### src/rtl/code_cnt_reg.sv
// WIDTH-bit set/load register with an enabled wrap/saturate up/down counter.
// Optional shift mode (mode 11) is built only when CODE_CNT_SHIFT_EN is defined.
module code_cnt_reg #(
  parameter int unsigned WIDTH       = 3,
  parameter int unsigned RESET_VALUE = 0,
  parameter int unsigned SET_VALUE   = 7,
  parameter bit          SAT         = 1'b0
) (
  input  logic             clk,
  input  logic             reset,
  input  logic             set,
  input  logic             load,
  input  logic             en,
  input  logic [1:0]       mode,
  input  logic             ser_in,
  input  logic [WIDTH-1:0] data,
  output logic [WIDTH-1:0] out,
  output logic             tc,
  output logic             zero
);

  localparam logic [WIDTH-1:0] RST_V = RESET_VALUE[WIDTH-1:0];
  localparam logic [WIDTH-1:0] SET_V = SET_VALUE[WIDTH-1:0];
  localparam logic [WIDTH-1:0] MAX_V = '1;
  localparam logic [WIDTH-1:0] MIN_V = '0;
  localparam logic [WIDTH-1:0] ONE_V = {{(WIDTH-1){1'b0}}, 1'b1};

  logic [WIDTH-1:0] r_out;
  logic             r_tc;
  logic [WIDTH-1:0] w_nxt;
  logic             w_tc_nxt;
  logic             w_up;
  logic             w_dn;
  logic             w_sh;
  logic             w_at_max;
  logic             w_at_min;

  assign w_up     = en & (mode == 2'b01);
  assign w_dn     = en & (mode == 2'b10);
  assign w_at_max = (r_out == MAX_V);
  assign w_at_min = (r_out == MIN_V);

`ifdef CODE_CNT_SHIFT_EN
  assign w_sh = en & (mode == 2'b11);
`else
  logic w_unused_ser;
  assign w_sh         = 1'b0;
  assign w_unused_ser = ser_in;
`endif

  always_comb begin
    w_nxt    = r_out;
    w_tc_nxt = 1'b0;
    priority case (1'b1)
      set:  w_nxt = SET_V;
      load: w_nxt = data;
      w_up: begin
        if (w_at_max) begin
          w_tc_nxt = 1'b1;
          w_nxt    = SAT ? MAX_V : MIN_V;
        end else begin
          w_nxt = r_out + ONE_V;
        end
      end
      w_dn: begin
        if (w_at_min) begin
          w_tc_nxt = 1'b1;
          w_nxt    = SAT ? MIN_V : MAX_V;
        end else begin
          w_nxt = r_out - ONE_V;
        end
      end
`ifdef CODE_CNT_SHIFT_EN
      // tc carries the bit that falls off the top
      w_sh: begin
        w_nxt    = {r_out[WIDTH-2:0], ser_in};
        w_tc_nxt = r_out[WIDTH-1];
      end
`endif
      default: begin
        w_nxt    = r_out;
        w_tc_nxt = 1'b0;
      end
    endcase
  end

  always_ff @(posedge clk or negedge reset) begin
    if (!reset) begin
      r_out <= RST_V;
      r_tc  <= 1'b0;
    end else begin
      r_out <= w_nxt;
      r_tc  <= w_tc_nxt;
    end
  end

  assign out  = r_out;
  assign tc   = r_tc;
  assign zero = (r_out == MIN_V);

endmodule

### config.mk
export PLATFORM = sky130hd
export DESIGN_NAME = code_cnt_reg
export DESIGN_NICKNAME = d
export VERILOG_FILES = /design/src/rtl/code_cnt_reg.sv
export SDC_FILE = /design/constraint.sdc
export NUM_CORES = 1
export LEC_CHECK = 0
export ABC_AREA = 1
export BUFFER_PORTS_ARGS = -buffer_cell sky130_fd_sc_hd__buf_2
export CORE_AREA = 4 4 41 43
export DETAILED_ROUTE_END_ITERATION = 8
export DIE_AREA = 0 0 45 47
export HOLD_SLACK_MARGIN = 0.06
export SETUP_SLACK_MARGIN = 0.02
export SYNTH_ARGS = -nofsm -noshare
export SYNTH_HDL_FRONTEND = slang
export SYNTH_SLANG_ARGS = --single-unit
### constraint.sdc
create_clock -name clk -period 2 [get_ports clk]
set_input_delay 0.3 -clock clk [delete_from_list [all_inputs] [get_ports clk]]
set_output_delay 0.3 -clock clk [all_outputs]
set_load 0.01 [all_outputs]
==> flow_summary.json <==
{
  "status": "completed",
  "core-area_um2": 1300,
  "p_clk_share_pct": 34.8,
  "power_density_nw_per_um2": 581,
  "yosysTopAreaCell": "dfrtp_1",
  "async_reset_ff_share_pct": 100,
  "grt-ovfl-total": 0,
  "wirelength_um": 814,
  "drc": 0,
  "ys_seq_area_share_pct": 27.0,
  "synth_nets": 74,
  "gp_congestion": 0.706,
  "cts_buffers": 3,
  "ctsResizeCount": 0,
  "rows": 13,
  "min_period_ns": 1.53,
  "tns_ns": 0,
  "antenna_found_initial": 0,
  "maxCapViolations": 0,
  "synth_area_leaders": "dfrtp_1 (27%), nor2_1 (16%), ha_1 (14%), nand2_1 (13%), inv_1 (10%)",
  "clk_pin_slew_ns": 0.03,
  "ir_drop_uv": 337,
  "die_h_um": 47,
  "nets": 94,
  "startpoint_type": "flop",
  "drt_pass1_iterations": 4,
  "grt_pass1_vias": 315,
  "endpoint_kind": "output pin",
  "fill_cells": 155,
  "pre_cts_slack_ns": 0.690,
  "power_switching_uw": 91.7,
  "drive_gt1_share_pct": 26.0,
  "finalSetupViolations": 0,
  "p_comb_share_pct": 31.1,
  "worst_hold_path_type": "input pin to flop",
  "fmax_mhz": 652,
  "synth_area_um2": 370,
  "finalHoldViolCount": 0,
  "min-delay-start": "set",
  "root_buffer": "clkbuf_4",
  "grt.met2_usage_pct": 13.0,
  "initial_utilization_pct": 28.5,
  "post_cts_buffers": 0,
  "ys_ff_latch": 4,
  "grt_max_degree": 8,
  "worstPathArrival_ns": 1.23,
  "power.leakage_nw": 0.283,
  "sequentialPowerShare_pct": 34.1,
  "cts_tree": "done",
  "drt_iter0_drc": 3,
  "skew_ns": 0.00648,
  "yosysMostFrequentCell": "nor2_1",
  "route.antenna.remaining_nets": 0,
  "power.internal_uw": 194,
  "clock_sinks": 4,
  "grtUsageMet1_pct": 9.38,
  "post-dp-hpwl_um": 669,
  "grt_pass1_wl_um": 1210,
  "area_growth_syn_to_layout_pct": 32.8,
  "num_io_pins": 16,
  "vias_per_cell": 4.20,
  "routedWlPerCell_um": 8.85,
  "slew_headroom_pct": 87.7,
  "top_usage_layer": "met2",
  "synth_edf_count": 0,
  "die_w_um": 45,
  "syn_area_per_cell_um2": 6.28,
  "place_area_um2": 459,
  "htreeDepth": 1,
  "startpoint": "out[0]$_DFFE_PN0P_",
  "insertion_delay_ns": 0.24,
  "ys_types": 11,
  "r2r_start": "out[0]$_DFFE_PN0P_",
  "synthTopCellsByCount": "nor2_1 (16), nand2_1 (13), inv_1 (10)",
  "met3_usage_pct": 4.60,
  "syn_inst": 59,
  "worstMarginPinSlew_ns": 0.184,
  "die_area_um2": 2120,
  "stdcell_area_um2": 492,
  "max-clock-path-buffers": 2,
  "synth_top_area_share_pct": 27.0,
  "critPathKind": "flop to output pin",
  "grt.total_usage_pct": 8.08,
  "worst_slack_ns": 0.467,
  "ys.flop_type": "dfrtp_1",
  "worst-endpoint-required_ns": 1.70,
  "io_buffers": 14,
  "swShare_pct": 32.1,
  "rsz0062_at_grt": "no",
  "antennaDiodeCount": 0,
  "slew_violations": 0,
  "ys_warn_count": 0,
  "post-route-period-util_pct": 76.6,
  "num_vias": 386,
  "worst-path-max-fanout": 4
}
-- power by group through the flow --
stage          logic, mW  registers [mW]  clock network, mW
2_1_floorplan     0.0534           0.100                  0
3_3_place_gp      0.0871          0.0983                  0
3_5_place_dp      0.0878          0.0984                  0
4_1_cts           0.0899          0.0974              0.104
5_1_grt            0.103          0.0989              0.112
6_report          0.0889          0.0974             0.0994
-- registers in the layout (all words and copies together), names as in the netlist --
signal,count
tc,1
out,3
-- timing repair --
item,in CTS,in global routing
hold buffers,1,0
hold endpoints to repair,4,0
setup endpoints to repair,0,0
-- logic make-up after synthesis --
| family | share of synthesized area, % |
|---|---|
| adders and majority gates | 13.5 |
| AOI/OAI and AO/OA | 6.08 |
| and+or+nand+nor | 43.2 |
| DFF | 27.0 |
| buffers and inverters | 10.1 |
-- worst max-delay path, stage by stage, from the launching register on --
cell,delay [ns]
dfrtp_1,0.40
inv_1,0.11
ha_1,0.18
inv_1,0.04
nor2_1,0.11
buf_2,0.15
-- routing by layer --
layer | wire length (µm) | up-vias
met2 | 382 | 10
met1 | 389 | 157
met4 | 0 | 0
met3 | 42 | 0
met5 | 0 | -
li1 | - | 219
-- through the flow --
step	utilization, %	total power [mW]	hold WS (ns)	std cells
floorplan	-	0.154	0.00441	59
global placement	35.3	0.185	0.105	88
detailed placement	35.3	0.186	0.107	88
CTS	37.8	0.291	0.252	92
global route	37.8	0.314	0.242	92
finish	37.8	0.286	0.256	92
-- area by class of cell --
cell class	count	area [µm²]	area share, %
multi-input combinational	45	233	47.3
timing repair buffer	15	80.1	16.3
clock buffer	3	22.5	4.58
tap	15	18.8	3.82
sequential	4	100	20.4
inverter	10	37.5	7.63
-- final timing paths --
check | to | slack [ns] | cells after the start
worst max-delay path | zero | 0.47 | 5
worst min-delay path | tc$_DFF_PN0_ | 0.26 | 2
worst max register to register | out[2]$_DFFE_PN0P_ | 0.70 | 6
worst min register to register | out[0]$_DFFE_PN0P_ | 0.58 | 2
max in group asynchronous | out[0]$_DFFE_PN0P_ | 1.48 | 2
min in group asynchronous | out[2]$_DFFE_PN0P_ | 0.40 | 2
-- cell usage in the layout (no fill, tap or decap), types with 2 or more instances in the layout --
cell      count
buf_2        14
nand3_2       2
clkbuf_4      3
a21oi_1       2
nand3_1       5
nor2_1       16
ha_1          4
inv_1        10
nand2_1      13
dfrtp_1       4
(Power assumes the default switching activity.)
